`src/rtl/video_timing_gen.sv`:
```
// Raster timing generator: h/v counters with sync, display-enable and position decode,
// frame counter, and a pix_ce-gated delay line for the sync/enable outputs.
module video_timing_gen #(
    parameter int H_ACTIVE = 640,
    parameter int H_FP     = 16,
    parameter int H_SYNC   = 96,
    parameter int H_BP     = 48,
    parameter int V_ACTIVE = 480,
    parameter int V_FP     = 10,
    parameter int V_SYNC   = 2,
    parameter int V_BP     = 33,
    parameter int H_POL    = 0,
    parameter int V_POL    = 0,
    parameter int PIPE     = 2,
    parameter int XW       = 10,
    parameter int YW       = 10
) (
    input  logic          clk,
    input  logic          rst,
    input  logic          pix_ce,
    input  logic          en,
    output logic          hsync_o,
    output logic          vsync_o,
    output logic          de_o,
    output logic          vblank_o,
    output logic [XW-1:0] posx_o,
    output logic [YW-1:0] posy_o,
    output logic          line_start_o,
    output logic          frame_start_o,
    output logic [7:0]    frame_cnt_o,
    output logic          hsync_d_o,
    output logic          vsync_d_o,
    output logic          de_d_o
);

    localparam int H_TOTAL = H_ACTIVE + H_FP + H_SYNC + H_BP;
    localparam int V_TOTAL = V_ACTIVE + V_FP + V_SYNC + V_BP;

    if (H_TOTAL - 1 >= 2 ** XW) begin : g_xw_chk
        $error("XW too narrow for H_TOTAL-1");
    end
    if (V_TOTAL - 1 >= 2 ** YW) begin : g_yw_chk
        $error("YW too narrow for V_TOTAL-1");
    end
    if (H_SYNC < 1 || V_SYNC < 1) begin : g_sync_chk
        $error("sync widths must be at least 1");
    end
    if (PIPE < 0 || PIPE > 8) begin : g_pipe_chk
        $error("PIPE must be in 0..8");
    end

    localparam logic [XW-1:0] H_LAST   = XW'(H_TOTAL - 1);
    localparam logic [YW-1:0] V_LAST   = YW'(V_TOTAL - 1);
    localparam logic [XW-1:0] H_ACT_C  = XW'(H_ACTIVE);
    localparam logic [YW-1:0] V_ACT_C  = YW'(V_ACTIVE);
    localparam logic [XW-1:0] HS_FIRST = XW'(H_ACTIVE + H_FP);
    localparam logic [XW-1:0] HS_LAST  = XW'(H_ACTIVE + H_FP + H_SYNC - 1);
    localparam logic [YW-1:0] VS_FIRST = YW'(V_ACTIVE + V_FP);
    localparam logic [YW-1:0] VS_LAST  = YW'(V_ACTIVE + V_FP + V_SYNC - 1);
    localparam logic          HS_ON    = 1'(H_POL);
    localparam logic          VS_ON    = 1'(V_POL);

    logic [XW-1:0] r_h;
    logic [YW-1:0] r_v;
    logic [XW-1:0] w_h_nxt;
    logic [YW-1:0] w_v_nxt;
    logic          w_de_nxt;
    logic          w_hs_nxt;
    logic          w_vs_nxt;
    logic          w_idle;

    assign w_idle = rst || !en;

    always_comb begin
        w_h_nxt = r_h + XW'(1);
        w_v_nxt = r_v;
        if (r_h == H_LAST) begin
            w_h_nxt = '0;
            w_v_nxt = (r_v == V_LAST) ? '0 : r_v + YW'(1);
        end
        w_de_nxt = (w_h_nxt < H_ACT_C) && (w_v_nxt < V_ACT_C);
        w_hs_nxt = (w_h_nxt >= HS_FIRST && w_h_nxt <= HS_LAST) ? HS_ON : ~HS_ON;
        w_vs_nxt = (w_v_nxt >= VS_FIRST && w_v_nxt <= VS_LAST) ? VS_ON : ~VS_ON;
    end

    // Outputs decode the counter value being loaded, so they share the counters' latency.
    always_ff @(posedge clk) begin
        if (w_idle) begin
            r_h           <= H_LAST;
            r_v           <= V_LAST;
            hsync_o       <= ~HS_ON;
            vsync_o       <= ~VS_ON;
            de_o          <= 1'b0;
            vblank_o      <= 1'b1;
            posx_o        <= '0;
            posy_o        <= '0;
            line_start_o  <= 1'b0;
            frame_start_o <= 1'b0;
            if (rst) begin
                frame_cnt_o <= '0;
            end
        end else if (pix_ce) begin
            r_h           <= w_h_nxt;
            r_v           <= w_v_nxt;
            hsync_o       <= w_hs_nxt;
            vsync_o       <= w_vs_nxt;
            de_o          <= w_de_nxt;
            vblank_o      <= (w_v_nxt >= V_ACT_C);
            posx_o        <= w_de_nxt ? w_h_nxt : '0;
            posy_o        <= (w_v_nxt < V_ACT_C) ? w_v_nxt : '0;
            line_start_o  <= (w_h_nxt == '0);
            frame_start_o <= (w_h_nxt == '0) && (w_v_nxt == '0);
            if (w_h_nxt == '0 && w_v_nxt == '0) begin
                frame_cnt_o <= frame_cnt_o + 8'd1;
            end
        end else begin
            line_start_o  <= 1'b0;
            frame_start_o <= 1'b0;
        end
    end

    if (PIPE > 0) begin : g_pipe
        logic [PIPE-1:0] r_hs_sr;
        logic [PIPE-1:0] r_vs_sr;
        logic [PIPE-1:0] r_de_sr;

        // Each stage captures the output value from before this pix_ce step.
        always_ff @(posedge clk) begin
            if (w_idle) begin
                r_hs_sr <= {PIPE{~HS_ON}};
                r_vs_sr <= {PIPE{~VS_ON}};
                r_de_sr <= '0;
            end else if (pix_ce) begin
                r_hs_sr[0] <= hsync_o;
                r_vs_sr[0] <= vsync_o;
                r_de_sr[0] <= de_o;
                for (int i = 1; i < PIPE; i++) begin
                    r_hs_sr[i] <= r_hs_sr[i-1];
                    r_vs_sr[i] <= r_vs_sr[i-1];
                    r_de_sr[i] <= r_de_sr[i-1];
                end
            end
        end

        assign hsync_d_o = r_hs_sr[PIPE-1];
        assign vsync_d_o = r_vs_sr[PIPE-1];
        assign de_d_o    = r_de_sr[PIPE-1];
    end else begin : g_nopipe
        assign hsync_d_o = hsync_o;
        assign vsync_d_o = vsync_o;
        assign de_d_o    = de_o;
    end

endmodule
```
`config.mk`:
```
export PLATFORM = sky130hd
export DESIGN_NAME = video_timing_gen
export DESIGN_NICKNAME = d
export VERILOG_FILES = /design/src/rtl/video_timing_gen.sv
export SDC_FILE = /design/constraint.sdc
export NUM_CORES = 1
export LEC_CHECK = 0
export BUFFER_PORTS_ARGS = -buffer_cell sky130_fd_sc_hd__buf_2
export CAP_MARGIN = 20
export CELL_PAD_IN_SITES_DETAIL_PLACEMENT = 0
export CELL_PAD_IN_SITES_GLOBAL_PLACEMENT = 2
export CORE_MARGIN = 1.5
export CORE_UTILIZATION = 30
export CTS_BUF_LIST = sky130_fd_sc_hd__clkbuf_4 sky130_fd_sc_hd__clkbuf_8 sky130_fd_sc_hd__clkbuf_16
export DETAILED_ROUTE_END_ITERATION = 7
export HOLD_SLACK_MARGIN = 0.03
export PLACE_DENSITY = 0.68
export SETUP_SLACK_MARGIN = 0.1
export SLEW_MARGIN = 20
export SYNTH_ARGS = -nofsm -noshare
export SYNTH_HDL_FRONTEND = slang
export SYNTH_SLANG_ARGS = --single-unit
```
`constraint.sdc`:
```
create_clock -name clk -period 8.38 [get_ports clk]
set_input_delay 1.257 -clock clk [delete_from_list [all_inputs] [get_ports clk]]
set_output_delay 1.257 -clock clk [all_outputs]
set_load 0.005 [all_outputs]
```
==> results_dict.tcl, run 1 <==
set metrics [dict create \
    outcome "finished clean" \
    post-dp-hpwl_um 5965 \
    rr_endpoint "posx_o[4]$_SDFFE_PP0P_" \
    synth_cell_type_count 55 \
    synth-edff-count 8 \
    slowest_stage "nor3_4" \
    seq_power_share 0.422 \
    die_h_um 105.0 \
    avgViaCountPerCell 5.125 \
    critPathBufInv 0 \
    cts-root-buf "clkbuf_8" \
    max_freq_ghz 0.2909 \
    reg2reg_depth 7 \
    p_sw_uw 207.0 \
    netlist_instances 370 \
    drc 0 \
    wl_per_cell_um 16.07 \
    yosysWarnings 0 \
    drtPass1Iterations 4 \
    syn_area_sq_mm 0.003119 \
    ys_ff_latch 60 \
    vias 2757 \
    clock_skew_ps 7.326 \
    setup_viol 0 \
    path_cells "ha_1, nand4_1, nor3_4, nand3_1, a21boi_1, o211ai_1, a221oi_1" \
    die_area_sq_mm 0.01102 \
    grt_util_all_layers 0.1643 \
    syn_nets 379 \
    synth_flop_cell "dfxtp_1" \
    relSlewSlack 0.4585 \
    worstPathRequired_ps 8620 \
    ios 41 \
    grt_max_degree 48 \
    cts.htree.levels 3 \
    gp_congestion 0.8161 \
    cellInternalPower_uw 532.4 \
    tns_ps 0 \
    initialDrtViolationCount 146 \
    grt_pass1_wl_um 14190 \
    r2r_start "r_h[0]$_SDFFE_PP1P_" \
    hold_viol_final 0 \
    rsz0062_at_grt "no" \
    crit_arrival_ps 3680 \
    pwr-share-comb 0.148 \
    layout_common_cells "dfxtp_1, buf_2, nand2_1, nor2_1, o21ai_0" \
    worstMarginPinSlew_ps 805.6 \
    antenna_cells 0 \
    drv_cap 0 \
    numCtsBuffers 9 \
    io_buffer_count 40 \
    endpoint_kind "flop" \
    ir_drop_mv 0.07594 \
    grt_pass1_vias 2598 \
    routed_wl_um 8647 \
    synthArstFlopShare 0 \
    path_clk_slew_ps 70 \
    holdBufCountCts 0 \
    core_area_sq_mm 0.01018 \
    syn2layout_area_growth_pct 17.45 \
    layout-drive-gt1-share 0.1692 \
    grt-ovfl-total 0 \
    cp_slowest_stage_delay_ps 670 \
    power.leakage_nw 1.487 \
    worstHoldStart "posy_o[8]$_SDFFE_PP0P_" \
    min_to "posy_o[8]$_SDFFE_PP0P_" \
    die_w_um 105.0 \
    critPathKind "flop to flop" \
    total_power_uw 739.5 \
    clock-sinks 60 \
    post_cts.resized_instances 0 \
    ff2ff_setup_slack_ps 4940 \
    min_path_cells 2 \
    power.density_mw_per_mm2 201.8 \
    cts_tree "yes" \
    critPathLaunchType "flop" \
    antenna_found_initial 0 \
    worst-path-max-fanout 18 \
    synth_area_per_cell_sq_um 8.430 \
    clock_latency_ps 340 \
    switching_share 0.2800 \
    layout_commonest_cell "dfxtp_1" \
    p_clk_frac 0.429 \
    fin_crit_sh 0.4102 \
    clockBufferDepth 2 \
    layout.nets 406 \
    cts_setup_buffers 0 \
    hold_class "flop to flop" \
    final_antenna_net_count 0 \
    maxSlewViolCount 0 \
    yosysSeqAreaShare 0.4108 \
    min_period_ps 3437 \
    path_delay_family "compound AO/OA/AOI/OAI gates" \
    start_util 0.3063 \
    num_rows 37 \
]
[state kept, by name (all words and copies together), names as in the netlist]
name and cells:
posx_o 10, posy_o 10, r_h 10, r_v 10
frame_cnt_o 8, g_pipe.r_de_sr 2, g_pipe.r_hs_sr 2, g_pipe.r_vs_sr 2
de_o 1, frame_start_o 1, hsync_o 1, line_start_o 1
vblank_o 1, vsync_o 1
[how the worst max path moves through the flow]
stage | end | slack (ps) | cells after the start | start
2_1_floorplan | frame_cnt_o[0]$_SDFFCE_PP0P_ | 5140 | 9 | r_h[0]$_SDFFE_PP1P_
3_3_place_gp | frame_cnt_o[4]$_SDFFCE_PP0P_ | 4230 | 6 | r_h[5]$_SDFFE_PP0P_
3_5_place_dp | frame_cnt_o[5]$_SDFFCE_PP0P_ | 4050 | 7 | r_h[0]$_SDFFE_PP1P_
4_1_cts | frame_cnt_o[4]$_SDFFCE_PP0P_ | 4030 | 7 | r_h[0]$_SDFFE_PP1P_
5_1_grt | posx_o[4]$_SDFFE_PP0P_ | 4510 | 7 | r_h[0]$_SDFFE_PP1P_
6_report | posx_o[4]$_SDFFE_PP0P_ | 4940 | 7 | r_h[0]$_SDFFE_PP1P_
[worst reg2reg max path, cell delays in order (launching register included)]
cell      delay (ps)
dfxtp_1          440
ha_1             370
nand4_1          390
nor3_4           670
nand3_1          200
a21boi_1         530
o211ai_1         390
a221oi_1         350
[stage by stage]
step           worst slack [ps]  instances  utilization  area [sq um]  hold slack, ps
2_1_floorplan              5142        370            -          3119           434.5
3_3_place_gp               4232        521       0.3339          3401           424.2
3_5_place_dp               4049        521       0.3339          3401           439.6
4_1_cts                    4031        537       0.3579          3645           449.2
5_1_grt                    4514        538       0.3597          3664           472.1
6_report                   4943        538       0.3597          3664           447.9
[final cells by class]
type | count | area (sq um)
timing repair buffer | 44 | 230.2
clock inverter | 5 | 81.33
sequential | 60 | 1281
tap | 136 | 170.2
fill | 1140 | 6521
clock buffer | 11 | 162.7
multi-input combinational | 274 | 1708
inverter | 8 | 30.03
[per-layer routing]
metal / global-route usage / up-vias / wire length, um
li1: - / 1384 / -
met1: 0.2134 / 1323 / 4067
met2: 0.2642 / 40 / 4189
met3: 0.03493 / 10 / 218
met4: 0.06654 / 0 / 172
met5: 0 / - / 0
[logic make-up (layout without fill, tap and decap cells)]
group | Yosys count | in the layout | synth area share
simple gates | 151 | 151 | 0.2451
buf+inv | 36 | 68 | 0.04533
mux | 11 | 11 | 0.03530
flops | 60 | 60 | 0.4108
xor+xnor | 23 | 23 | 0.06699
compound gates | 84 | 84 | 0.1765
fa+ha+maj | 5 | 5 | 0.02006
[synthesized netlist by cell type (4+ instances only)]
master / number / area (sq um)
o21ai_0: 26 / 130.1
a22o_1: 5 / 43.79
a21oi_1: 14 / 70.07
and3_1: 10 / 62.56
o31ai_1: 4 / 30.03
mux2i_1: 11 / 110.1
clkbuf_1: 23 / 86.33
dfxtp_1: 52 / 1041
a211oi_1: 4 / 30.03
or3_1: 4 / 25.02
nand2_1: 39 / 146.4
nand4_1: 6 / 37.54
inv_1: 8 / 30.03
nand3_1: 20 / 100.1
ha_1: 5 / 62.56
nor2_1: 39 / 146.4
nor3_1: 9 / 45.04
edfxtp_1: 8 / 240.2
a31oi_1: 5 / 31.28
xnor2_1: 11 / 96.34
xor2_1: 11 / 96.34
[power groups by stage]
stage / clock [mW] / sequential [mW] / combinational (mW)
floorplan: 0 / 0.312 / 0.0838
global placement: 0 / 0.319 / 0.110
detailed placement: 0 / 0.319 / 0.109
CTS: 0.326 / 0.312 / 0.109
global route: 0.341 / 0.314 / 0.123
finish: 0.317 / 0.312 / 0.110
No activity file was read; power rests on OpenSTA's default activity.
==> inputs of run 2 (changes only) <==
--- a/config.mk
+++ b/config.mk
@@ -14,7 +14,7 @@
 export CTS_BUF_LIST = sky130_fd_sc_hd__clkbuf_4 sky130_fd_sc_hd__clkbuf_8 sky130_fd_sc_hd__clkbuf_16
 export DETAILED_ROUTE_END_ITERATION = 7
 export HOLD_SLACK_MARGIN = 0.03
-export PLACE_DENSITY = 0.68
+export PLACE_DENSITY = 0.71
 export SETUP_SLACK_MARGIN = 0.1
 export SLEW_MARGIN = 20
 export SYNTH_ARGS = -nofsm -noshare
==> constraint.sdc (replaced) <==
create_clock -name clk -period 2.9 [get_ports clk]
set_input_delay 0.435 -clock clk [delete_from_list [all_inputs] [get_ports clk]]
set_output_delay 0.435 -clock clk [all_outputs]
set_load 0.005 [all_outputs]
==> run 2 against run 1 <==
Clock power rose to 2.6 times the previous value. Sequential share of layout area shrank 2.4 points. Critical path depth grew 2. Sequential power rose to 2.9 times the previous value. Cell count rose by 6.7%. Die area is the same. Flip-flop and latch count did not move.
==> results_dict.tcl, run 2 (same netlist as run 1, synthesis figures left out) <==
set metrics [dict create \
    outcome "finished clean" \
    dp.cells 558 \
    min_to "frame_start_o$_SDFF_PP0_" \
    antenna_cells 0 \
    reg2reg_depth 9 \
    grt_pass1_vias 2749 \
    ff2ff_setup_slack_ps 240 \
    syn2layout_area_growth_pct 26.23 \
    clock_latency_ps 350 \
    power.leakage_nw 1.652 \
    rr_endpoint "frame_cnt_o[0]$_SDFFCE_PP0P_" \
    drv_cap 0 \
    clock_skew_ps 12.35 \
    ir_drop_mv 0.2180 \
    finalInstanceArea_sq_mm 0.003938 \
    cts.htree.levels 3 \
    routed_wl_um 9007 \
    cp_slowest_stage_delay_ps 370 \
    drc 0 \
    layout_commonest_cell "dfxtp_1" \
    hold_viol_final 0 \
    die_area_sq_mm 0.01102 \
    dpl-instance-area_sq_mm 0.003702 \
    grt_max_degree 19 \
    start_util 0.3063 \
    die_w_um 105.0 \
    r2r_start "r_h[5]$_SDFFE_PP0P_" \
    antenna_found_initial 0 \
    gp_congestion 0.8707 \
    fin_crit_sh 0.9160 \
    cts-root-buf "clkbuf_8" \
    grt_pass1_wl_um 14500 \
    slowest_stage "nor4b_1" \
    ios 41 \
    power.density_mw_per_mm2 542.2 \
    layout-drive-gt1-share 0.2443 \
    post-dp-hpwl_um 6551 \
    num_rows 37 \
    wl_met2_um 4331 \
    route.met3.wl_um 361 \
    path_cells "buf_4, nor4b_1, buf_4, nand3_1, a211o_1, a211oi_1, nand4_1, o31ai_4, buf_4" \
    clockBufferDepth 2 \
    stdcell_count 574 \
    die_h_um 105.0 \
    worst-path-max-fanout 13 \
    critPathLaunchType "flop" \
    worstHoldStart "rst" \
    crit_arrival_ps 2710 \
    max_freq_ghz 0.3765 \
    rsz0062_at_grt "no" \
    post-route-util 0.3866 \
    tns_ps 0 \
    min_period_ps 2656 \
    setup_viol 0 \
    final_antenna_net_count 0 \
    maxSlewViolCount 0 \
    total_power_mw 2.135 \
    hold_class "primary input to flop" \
    wl_per_cell_um 15.69 \
    worst_path_most_repeated_cell "buf_4" \
    critPathKind "flop to flop" \
    top_layer_used "met4" \
    layout_common_cells "dfxtp_1, buf_2, buf_4" \
    path_clk_slew_ps 80 \
    vias 2910 \
    grt_util_all_layers 0.1712 \
    min_path_cells 2 \
    layout.nets 442 \
    io_buffer_count 40 \
    wl_met1_um 4149 \
    endpoint_kind "flop" \
    initialDrtViolationCount 121 \
    grt-ovfl-total 0 \
    avgViaCountPerCell 5.070 \
    cts_tree "yes" \
    worstMarginPinSlew_ps 586.5 \
    drtPass1Iterations 4 \
    cts_setup_buffers 0 \
    worstPathRequired_ps 2960 \
    nFillCells 1083 \
    numCtsBuffers 9 \
    relSlewSlack 0.6040 \
    clock-sinks 60 \
    core_area_sq_mm 0.01018 \
]
-- run 2: layer usage --
metal | GRT usage | vias to the layer above
met4 | 0.07730 | 0
met1 | 0.2149 | 1369
met5 | 0 | -
met2 | 0.2820 | 67
li1 | - | 1459
met3 | 0.03431 | 15
-- run 2: metrics by stage --
| step | setup WS [ps] | hold slack (ps) |
|---|---|---|
| floorplan | 108.8 | 434.5 |
| global placement | 159.9 | 427.2 |
| detailed placement | 82.42 | 432.8 |
| CTS | 182.8 | 307.4 |
| global route | 108.3 | 312.2 |
| finish | 243.6 | 318.2 |
-- run 2: final cells by class --
cell class,count,area [sq um],area share
Multi-Input combinational cell,274,1735,0.4407
Sequential cell,60,1281,0.3254
Timing Repair Buffer,80,500.5,0.1271
Clock buffer,13,177.7,0.04512
Tap cell,136,170.2,0.04322
Clock inverter,3,42.54,0.01080
Inverter,8,30.03,0.007626
-- run 2: worst max-delay path by stage --
stage                              startpoint                            to  slack (ps)  depth (start not counted)
final                     r_h[5]$_SDFFE_PP0P_  frame_cnt_o[0]$_SDFFCE_PP0P_         240                          9
after global routing      r_h[5]$_SDFFE_PP0P_  frame_cnt_o[0]$_SDFFCE_PP0P_         110                          9
after CTS                 r_h[9]$_SDFFE_PP1P_          vsync_o$_SDFFE_PP1P_         180                          6
after detailed placement  r_h[9]$_SDFFE_PP1P_          vsync_o$_SDFFE_PP1P_          80                          6
after global placement    r_h[9]$_SDFFE_PP1P_          vsync_o$_SDFFE_PP1P_         160                          6
after floorplan           r_h[0]$_SDFFE_PP1P_  frame_cnt_o[0]$_SDFFCE_PP0P_         110                          8
-- run 2: worst max-delay path: cells and delay by family, from the launching register on --
| kind | cells | cell delay, ps |
|---|---|---|
| buf+inv | 3 | 570 |
| flops | 1 | 310 |
| compound gates | 3 | 790 |
| simple gates | 3 | 680 |
-- run 2: repair_timing --
action                     CTS  global route
setup endpoints to repair    1            10
pin swaps                    0             2
hold buffers                 0             0
gates resized for setup      1             3
cloned                       0             0
-- run 2: power by group --
group | total, mW | switching, mW | internal, mW | leakage, nW
Sequential | 0.894 | 0.0273 | 0.867 | 0.504
Combinational | 0.404 | 0.232 | 0.171 | 1.04
Clock | 0.837 | 0.347 | 0.491 | 0.112
